[src/rtl/fifo_pkg.sv]
// Shared defaults and the output-buffer state type for the FIFO drain block.
package fifo_pkg;

   localparam int DW_DEFAULT      = 8;
   localparam int PKT_LEN_DEFAULT = 4;

   typedef enum logic [1:0] {
      EMPTY = 2'd0,
      ONE   = 2'd1,
      TWO   = 2'd2
   } buf_state_t;

   function automatic logic [1:0] buf_count(input buf_state_t s);
      logic [1:0] n;
      n = 2'd0;
      case (s)
         ONE:     n = 2'd1;
         TWO:     n = 2'd2;
         default: n = 2'd0;
      endcase
      return n;
   endfunction

endpackage

[src/rtl/fifo_skid_buf.sv]
// Two-entry output buffer: captures in_data when in_valid, presents the oldest entry.
// state | meaning
// EMPTY | no entry held, out_valid low
// ONE   | head holds the only entry
// TWO   | head is oldest, tail is next
module fifo_skid_buf
   import fifo_pkg::*;
#(
   parameter int DW = DW_DEFAULT
) (
   input  logic          clk,
   input  logic          rst,
   input  logic          in_valid,
   input  logic [DW-1:0] in_data,
   output logic          out_valid,
   input  logic          out_ready,
   output logic [DW-1:0] out_data,
   output logic [1:0]    count
);

   buf_state_t    state;
   logic [DW-1:0] head;
   logic [DW-1:0] tail;
   logic          hs;

   assign hs       = out_valid & out_ready;
   assign out_data = head;
   assign count    = buf_count(state);

   // The drain never offers a capture while TWO is held without a handshake.
   always_ff @(posedge clk or negedge rst) begin
      if (!rst) begin
         state     <= EMPTY;
         out_valid <= 1'b0;
         head      <= '0;
         tail      <= '0;
      end else begin
         case (state)
            EMPTY: begin
               if (in_valid) begin
                  head      <= in_data;
                  state     <= ONE;
                  out_valid <= 1'b1;
               end
            end
            ONE: begin
               if (in_valid && hs) begin
                  head <= in_data;
               end else if (in_valid) begin
                  tail  <= in_data;
                  state <= TWO;
               end else if (hs) begin
                  state     <= EMPTY;
                  out_valid <= 1'b0;
               end
            end
            TWO: begin
               if (hs) begin
                  head <= tail;
                  if (in_valid) tail <= in_data;
                  else          state <= ONE;
               end
            end
            default: begin
               state     <= EMPTY;
               out_valid <= 1'b0;
            end
         endcase
      end
   end

endmodule

[src/rtl/fifo_drain.sv]
// Drains a registered-output FIFO into a valid/ready stream split into PKT_LEN-beat packets.
module fifo_drain
   import fifo_pkg::*;
#(
   parameter int DW      = DW_DEFAULT,
   parameter int PKT_LEN = PKT_LEN_DEFAULT
) (
   input  logic          clk,
   input  logic          rst,
   input  logic          fifo_empty,
   input  logic          fifo_wr,
   input  logic [DW-1:0] fifo_dout,
   output logic          fifo_rd,
   output logic          m_valid,
   input  logic          m_ready,
   output logic [DW-1:0] m_data,
   output logic          m_last
);

   localparam logic [7:0] LAST_BEAT = 8'(PKT_LEN - 1);

   logic       armed;
   logic       inflight;
   logic [7:0] beat_cnt;
   logic [1:0] count;
   logic [1:0] room_used;
   logic       hs;
   logic       pop;

   assign hs = m_valid & m_ready;

   // Occupancy is taken net of this cycle's handshake so a steady stream never stalls.
   assign room_used = count - {1'b0, hs} + {1'b0, inflight};
   assign fifo_rd   = armed & ~fifo_empty & (room_used < 2'd2);
   assign pop       = fifo_rd & ~fifo_empty & ~fifo_wr;
   assign m_last    = m_valid & (beat_cnt == LAST_BEAT);

   always_ff @(posedge clk or negedge rst) begin
      if (!rst) begin
         armed    <= 1'b0;
         inflight <= 1'b0;
         beat_cnt <= 8'd0;
      end else begin
         armed    <= 1'b1;
         inflight <= pop;
         if (hs) begin
            if (beat_cnt == LAST_BEAT) beat_cnt <= 8'd0;
            else                       beat_cnt <= beat_cnt + 8'd1;
         end
      end
   end

   fifo_skid_buf #(.DW(DW)) u_buf (
      .clk       (clk),
      .rst       (rst),
      .in_valid  (inflight),
      .in_data   (fifo_dout),
      .out_valid (m_valid),
      .out_ready (m_ready),
      .out_data  (m_data),
      .count     (count)
   );

endmodule

[config.mk]
export PLATFORM = sky130hd
export DESIGN_NAME = fifo_drain
export DESIGN_NICKNAME = d
export VERILOG_FILES = /design/src/rtl/fifo_pkg.sv /design/src/rtl/fifo_skid_buf.sv /design/src/rtl/fifo_drain.sv
export SDC_FILE = /design/constraint.sdc
export NUM_CORES = 1
export LEC_CHECK = 0
export ABC_AREA = 1
export BUFFER_PORTS_ARGS = -buffer_cell sky130_fd_sc_hd__buf_2
export CAP_MARGIN = 10
export CELL_PAD_IN_SITES_DETAIL_PLACEMENT = 1
export CELL_PAD_IN_SITES_GLOBAL_PLACEMENT = 1
export CORE_ASPECT_RATIO = 0.75
export CORE_MARGIN = 2
export CORE_UTILIZATION = 41
export CTS_CLUSTER_SIZE = 28
export DETAILED_ROUTE_END_ITERATION = 10
export GPL_ROUTABILITY_DRIVEN = 1
export HOLD_SLACK_MARGIN = 0.08
export PLACE_DENSITY_LB_ADDON = 0.1
export SYNTH_ARGS = -nofsm -noshare
export SYNTH_HDL_FRONTEND = slang
export SYNTH_SLANG_ARGS = --single-unit
[constraint.sdc]
create_clock -name clk -period 1.4 [get_ports clk]
set_input_delay 0.21 -clock clk [delete_from_list [all_inputs] [get_ports clk]]
set_output_delay 0.21 -clock clk [all_outputs]
set_load 0.05 [all_outputs]
Word-level counts from Yosys, hierarchy flattened
Cells that the tools add are included.
Storage, ports and cells
  input port bits: 13
  logic and storage cells: 61
  bits in writable memories: 0
  output and inout port bits: 11
  flip-flop bits (word level): 29
  bits in latches: 0
  memories: 0
  ROM bits: 0
Cells by class
  bitwise gates (word level): 9
  add/sub/neg operators: 3
  magnitude comparators: 1
  multipliers: 0
  reduce and logical (&&, ||, !) cells: 8
  muxes and demuxes: 22
  shift operators: 0
  div/mod/pow operators: 0
  eq/ne operators: 11
Operators with widths (number)
  2-to-1 mux 8 bit: 7
  case mux 8 bit (3 select lines): 1
  case mux 8 bit (2 select lines): 1
  2-to-1 mux 2 bit: 6
  inequality test 2 bit, second input constant: 6
  AND reduction 5 bit: 2
  adder 8 x 1 -> 8 bit, second input constant: 1
  == test 8 x 2 -> 1 bit, second input constant: 1
  AND 1 bit: 6
  case mux 2 bit (3 select lines): 1
  2-to-1 mux 1 bit: 4
  case mux 2 bit (2 select lines): 1
  AND reduction 4 bit: 1
  inequality test 3 bit, second input constant: 1
  NOT 1 bit: 3
  case mux 1 bit (3 select lines): 1
  AND reduction 3 bit: 1
  nonzero test 3 bit: 1
  adder 2 x 1 -> 2 bit: 1
  == test 2 x 1 -> 1 bit, second input constant: 1
  == test 2 bit, second input constant: 1
  zero test 2 bit: 1
  < comparator 2 bit, second input constant: 1
  inequality test 2 x 1 -> 1 bit, second input constant: 1
  other kinds (3): 3

Depth between registers and ports, before layout
Gate-level depths: netlist (run 1).
  depth after elaboration: 8
  gate-level depth with buffers: 8
  depth with buffers taken out: 8

By module
A second synthesis (run 1) with hierarchy kept.
Unflattened totals
  cell total of the unflattened synthesis: 205
  area, all modules: 1594.0 um^2
Modules (own cells, without submodules)
  fifo_skid_buf: times used 1, sequential area each 475.5 um^2, area each 1006.0 um^2, cells an instance 123
  fifo_drain: times used 1, sequential area each 250.2 um^2, area each 588.1 um^2, cells an instance 82

Least setup slack after synthesis (run 1)
Ideal clock, no wire load.
  path type: flip-flop to output port
  start point: register beat_cnt[1]
  end point: output m_last
  arrival time: 1463 ps
  required time: 1190 ps
  stages on the path, launching flop included: 6
  path buffers: 0
  setup slack: -273 ps
  cells stage by stage: dfrtp_1 -> ha_1 -> inv_1 -> nor3_1 -> nand3_1 -> nor2_1
On the way
  cells in the longest elaborated chain, start to end: 2
RTL lines
  from (decl): line fifo_drain.sv:24  | logic [7:0] beat_cnt;
  from (signal assigned): line fifo_drain.sv:48  | else beat_cnt <= beat_cnt + 8'd1;
  == test 8 x 2 -> 1 bit: line fifo_drain.sv:36  | assign m_last = m_valid & (beat_cnt == LAST_BEAT);
  AND 1 bit: line fifo_drain.sv:36
  to (decl): line fifo_drain.sv:17  | output logic m_last
Every way passes these cells.

Worst setup path in the final report (run 1)
Ends and elaborated chain as after synthesis.

==> flow_summary.toml, run 1 <==
[outcome]
run_status = "complete, but fails checks"
violations = "setup timing"

[cells_and_area]
final_common_cell = "nand2_1"
antennaDiodeCount = 0
areaGrowthSynthToFinish_pct = 40.65
n_fill_cell = 405
stdcell_area_um2 = 2043
layout-drive-gt1-share = 0.4105
layout.nets = 243
mostFrequentLayoutCells = "40 x nand2_1, 26 x dfrtp_1, 26 x buf_4"
stdcell_count = 269

[synthesis]
synth_top_family_by_area = "simple AND/OR/NAND/NOR gates"
ys_warn_count = 0
yosys-mux-area-fraction = 0
syn_area_um2 = 1453
synth-compound-area-share = 0.08699
synthSimpleGateAreaFrac = 0.3239
syn_avg_cell_area_um2 = 8.545
seq_area_frac_synth = 0.4996
synth.distinct_cells = 26
ys_seq_elements = 29
synth_xor_area_frac = 0.02412
syn-num-nets = 184
syn_inst = 170
synthAdderAreaFrac = 0.008613

[detailed_routing]
drc = 0
wl_per_cell_um = 16.18
first_pass_iters = 4
post_drt_via_cell_ratio = 5.204
ant_nets = 0
vias = 1400
wirelength_mm = 4.353
drt-initial-drc-count = 86

[clocking]
clock_path_buffers = 2
clk_pin_slew_worst_paths_ps = 60
h-tree-depth = 2
numCtsBuffers = 5
clockRootBuffer = "clkbuf_8"
cts_tree = "yes"
clk_latency_ps = 280
clock-sinks = 29

[floorplan]
rows = 18
die-height_um = 55.55
die_area_um2 = 4040
core_um2 = 3333
ioPinCount = 24
start_util = 0.4358
die_w_um = 72.73

[timing]
achievable-frequency_mhz = 617.8
period_share = 1.156
finalSetupViolations = 8
rsz0062_at_grt = "yes"
drv_slew = 0
fin_crit_ps = 1619
timing.hold.ws_ps = 194.3
fin_ws_ps = -218.5
hold_viol = 0
finalClockSkew_ps = 4.230

[run]
cap_viol_max_count = 0

[power]
power.density_nw_per_um2 = 780.0
ir_drop_mv = 0.5629
clkPwrFrac = 0.440
internal_power_mw = 1.251
switching_share = 0.2152
pwr-share-seq = 0.527
power.leakage_nw = 1.093
p_switching_mw = 0.3430
comb_power_share = 0.033

[place]
placed_cell_area_um2 = 1783
placedCellCount = 251
place.gp.congestion = 0.8166
pre_cts_ws_ps = -106.1
dp_hpwl_mm = 2.981
io_buffers = 23

[worst_setup_path]
crit_path_end_kind = "primary output"
crit_fanout = 2
worstSetupPathType = "register to primary output"
cp-start-kind = "register"
reg2reg_from = "u_buf.state[0]"
crit_start = "beat_cnt[1]"
cp.required_ps = 1190
cp.arrival_ps = 1410

[global_route]
track_usage = 0.2222
overflow = 0
first_global_vias = 1437
grt_max_degree = 18
grt_pass1_wl_mm = 6.796
antenna_found_initial = 0

[min_path]
hp-class = "primary input to register"
min-delay-start = "fifo_dout[7]"
## critical path, stage by stage, from the launching register on
cell     delay [ps]
dfrtp_1         370
ha_2            210
inv_2            40
nor3_2          120
nand3_2         120
nor2_4          110
buf_8           150
## synth_stat cells
cell / instances / share of area
nor3_1: 2 / 0.0069
dfrtp_1: 29 / 0.50
buf_4: 1 / 0.0052
inv_1: 11 / 0.028
xnor2_1: 2 / 0.012
o21ai_4: 1 / 0.011
a21oi_1: 2 / 0.0069
ha_1: 1 / 0.0086
inv_4: 2 / 0.0086
clkinv_2: 1 / 0.0034
nor2_1: 14 / 0.036
o211ai_1: 8 / 0.041
xor2_1: 2 / 0.012
o21bai_1: 1 / 0.0052
a21boi_0: 1 / 0.0052
buf_2: 1 / 0.0034
nand2_4: 3 / 0.023
nand3_4: 1 / 0.012
o21ai_0: 5 / 0.017
nand2_2: 2 / 0.0086
inv_2: 2 / 0.0052
nand4_1: 9 / 0.039
nand3_1: 10 / 0.034
conb_1: 1 / 0.0026
or2_1: 8 / 0.034
nand2_1: 50 / 0.13
## worst paths after layout
check                      slack (ps)           endpoint  cells after the start
setup / recovery                 -220             m_last                      6
hold / removal                    190  u_buf.out_data[7]                      3
setup reg to reg                  -20      u_buf.tail[4]                      8
hold reg to reg                   480  u_buf.out_data[1]                      2
max in group asynchronous         600      u_buf.tail[6]                      3
min in group asynchronous         380        beat_cnt[7]                      2
## final cells by class
type / instances / area [um^2] / share of cell area
Sequential cell: 29 / 729.5 / 0.3570
Multi-Input combinational cell: 123 / 710.7 / 0.3478
Timing Repair Buffer: 54 / 392.9 / 0.1923
Clock buffer: 7 / 86.33 / 0.04225
Inverter: 16 / 73.82 / 0.03613
Tap cell: 40 / 50.05 / 0.02449
## through the flow
step	power [mW]	utilization	TNS, ps
final	1.594	0.6130	-483.1
after global routing	1.659	0.6130	-1292
after CTS	1.607	0.5800	-416.9
after detailed placement	0.9037	0.5349	-118.3
after global placement	0.9015	0.5349	0
after floorplan	0.8571	-	0
## timing repair
action,in CTS,in global routing
endpoints found under the hold margin,13,0
setup endpoints to repair,2,20
resized for setup,9,23
buffers inserted,2,7
pin swaps,1,12
hold buffers,2,0
## power by group through the flow
stage | sequential [mW] | combinational (mW) | clock, mW
after CTS | 0.840 | 0.0538 | 0.714
after detailed placement | 0.855 | 0.0484 | 0
final | 0.840 | 0.0528 | 0.701
after global routing | 0.839 | 0.0587 | 0.761
after global placement | 0.855 | 0.0463 | 0
after floorplan | 0.855 | 0.00168 | 0
## kinds of logic after synthesis
kind of cell / count (synthesis)
compound gates: 18
xor+xnor: 4
fa+ha+maj: 1
buf+inv: 18
flops: 29
other cells: 1
simple gates: 99
## registers in the layout, summed over array words and instances (netlist names)
name	cells
u_buf.tail	8
armed	1
u_buf.out_data	8
u_buf.state	2
inflight	1
beat_cnt	8
u_buf.out_valid	1
## layer usage
layer	GRT usage	vias to the layer above	share of wire
met5	0	-	0
met4	0.06614	0	0.020
met3	0.05474	8	0.040
met2	0.3571	32	0.50
met1	0.2953	685	0.44
li1	-	675	-
(Power assumes the default switching activity.)
==> inputs of run 2 (changes only) <==
- ABC_AREA: 1 -> 0
- CORE_UTILIZATION: 41 -> 43
- GPL_TIMING_DRIVEN: unset -> 0
==> run 2 against run 1 <==
Against the previous run:
- the flow still finishes with violations (setup timing)
- core utilization grew 7.7 points
- sequential power grew 70%
- first-iteration DRC count shrank 43%
- fmax shrank 23%
- synthesized area shrank 5.7%
- non-clock buffer count shrank 4
- final cell count shrank 25%
- routed wire length shrank 2.3%
- total power grew to 2.8 times the previous value
- clock skew grew 2.9 ps
- via count shrank 24%
- critical path type unchanged
- critical endpoint unchanged
- largest cell class is now multi-input combinational cells
- largest power group is now combinational cells
==> flow_summary.toml, run 2 <==
[outcome]
violations = "setup timing"
run_status = "complete, but fails checks"

[floorplan]
rows = 17
die_w_um = 69.18
die_area_um2 = 3659
ioPinCount = 24
die-height_um = 52.89
start_util = 0.4568
core_um2 = 2999

[synthesis]
synthTopCellsByCount = "29 x dfrtp_1, 25 x mux2_2, 9 x nand2_1"
synth_top_area_cell = "dfrtp_1"
syn_avg_cell_area_um2 = 12.57
async_flop_share = 1.000
seq_area_frac_synth = 0.5297
synth.distinct_cells = 29
yosys.cell_count.top_type = "dfrtp_1"
ys_seq_elements = 29
syn_inst = 109
ys_dominant_reg_cell = "dfrtp_1"
yosysTopAreaCellShare = 0.5297
ys_warn_count = 0
synth_edf_count = 0
syn-num-nets = 123
synth_area_leaders = "dfrtp_1 53%, mux2_2 21%, xnor2_1 3.8%, nand2_1 2.5%, nor3_1 1.8%"
syn_area_um2 = 1370

[clocking]
cts_tree = "yes"
clockRootBuffer = "clkbuf_8"
numCtsBuffers = 5
clk_latency_ps = 290
clock-sinks = 29
h-tree-depth = 2
clock_path_buffers = 2
clk_pin_slew_worst_paths_ps = 70

[timing]
fin_crit_ps = 2102
hold_viol = 0
fin_ws_ps = -701.8
drv_slew = 0
period_share = 1.501
achievable-frequency_mhz = 475.8
finalSetupViolations = 21
relSlewSlack = 0.5660
worstMarginPinSlew_ps = 651.1
finalClockSkew_ps = 7.105
rsz0062_at_grt = "yes"

[worst_setup_path]
r2r_cells = 6
crit_fanout = 2
cp.arrival_ps = 1890
crit_path_end_kind = "primary output"
cp.required_ps = 1190
r2r_slack_ps = -360
cp-start-kind = "register"
reg2reg_from = "beat_cnt[0]"
reg2reg_to = "beat_cnt[0]"
worstSetupPathType = "register to primary output"

[place]
dp_hpwl_mm = 2.022
placed_cell_area_um2 = 1615
place.gp.congestion = 0.8181
io_buffers = 23
pre_cts_ws_ps = -626.1

[cells_and_area]
antennaDiodeCount = 0
areaGrowthSynthToFinish_pct = 50.96
final_common_cell = "dfrtp_1"
layout.nets = 177
layout-drive-gt1-share = 0.6159
mostFrequentLayoutCells = "25 x dfrtp_1, 21 x buf_2, 16 x mux2_4, 16 x buf_4, 9 x mux2_2"
n_fill_cell = 284
stdcell_area_um2 = 2068

[detailed_routing]
drc = 0
vias = 1062
wirelength_mm = 4.254
drt-initial-drc-count = 49
wl_per_cell_um = 21.06
post_drt_via_cell_ratio = 5.257
ant_nets = 0
first_pass_iters = 4

[min_path]
min-delay-start = "fifo_dout[3]"
min_path_cells = 2
min_to = "u_buf.tail[3]"
hp-class = "primary input to register"

[global_route]
track_usage = 0.2381
first_global_vias = 1177
grt_max_degree = 30
antenna_found_initial = 0
grt_pass1_wl_mm = 6.196
overflow = 0

[run]
cap_viol_max_count = 0

[power]
power.leakage_nw = 0.9958
ir_drop_mv = 1.536
power.density_nw_per_um2 = 2181
[run 2: final cells by class]
cell class / instances / area [um^2] / area share
well taps: 38 / 47.55 / 0.02299
multi-input cells: 76 / 772.0 / 0.3733
clock inverters: 1 / 30.03 / 0.01452
repair buffers: 48 / 367.9 / 0.1779
flip-flops and latches: 29 / 730.7 / 0.3533
inverters: 1 / 7.507 / 0.003630
plain buffers: 2 / 26.28 / 0.01270
clock buffers: 7 / 86.33 / 0.04174
[run 2: critical path, cell delays in order (launching register included)]
cell	delay, ps
dfrtp_1	430
ha_4	170
or4b_4	460
nor4_4	210
and2_4	200
buf_8	140
[run 2: logic make-up (layout without fill, tap and decap cells)]
group | after synthesis | after routing | synth area share
adder cells (fa/ha/maj) | 1 | 1 | 0.009131
AND/OR/NAND/NOR | 32 | 32 | 0.1324
flip-flops | 29 | 29 | 0.5297
other | 1 | 1 | 0.002737
XOR/XNOR | 6 | 6 | 0.03836
multiplexers | 25 | 25 | 0.2055
AO/OA/AOI/OAI | 11 | 11 | 0.06210
buffers and inverters | 4 | 59 | 0.02009
[run 2: power by group]
part / switching, mW / internal (mW)
Combinational: 1.18 / 0.989
Sequential: 0.265 / 1.16
Clock: 0.335 / 0.580
Total: 1.78 / 2.73
[run 2: repair_timing]
action | in CTS | in global routing
gates resized for setup | 27 | 5
cloned | 1 | 0
hold buffers | 2 | 0
endpoints found under the setup margin | 21 | 22
pin swaps | 6 | 6
endpoints found under the hold margin | 30 | 0
setup buffers | 17 | 6
[run 2: how the worst max path moves through the flow]
stage | startpoint | endpoint | cells past startpoint
CTS | beat_cnt[1] | m_last | 5
detailed placement | beat_cnt[0] | m_last | 5
floorplan | beat_cnt[0] | m_last | 4
global placement | beat_cnt[0] | m_last | 5
finish | beat_cnt[0] | m_last | 5
global route | beat_cnt[0] | m_last | 5
[run 2: layer usage]
layer  part of all wire  track usage  vias up
met5                  0            0        -
met4              0.028      0.09804        0
met3              0.042      0.09333       11
met2               0.49       0.4038       25
met1               0.44       0.2747      532
li1                   -            -      494
[run 2: metrics by stage]
stage                     TNS [ps]  cells  utilization  hold slack [ps]  power, mW
after floorplan              -5050    109            -           -85.59      2.591
after global placement       -6712    170       0.5386            263.4      2.873
after detailed placement     -7477    170       0.5386            278.7      2.955
after CTS                    -4666    197       0.6700            170.8      4.262
after global routing         -6022    202       0.6896            175.2      4.699
final                        -5133    202       0.6896            164.9      4.510
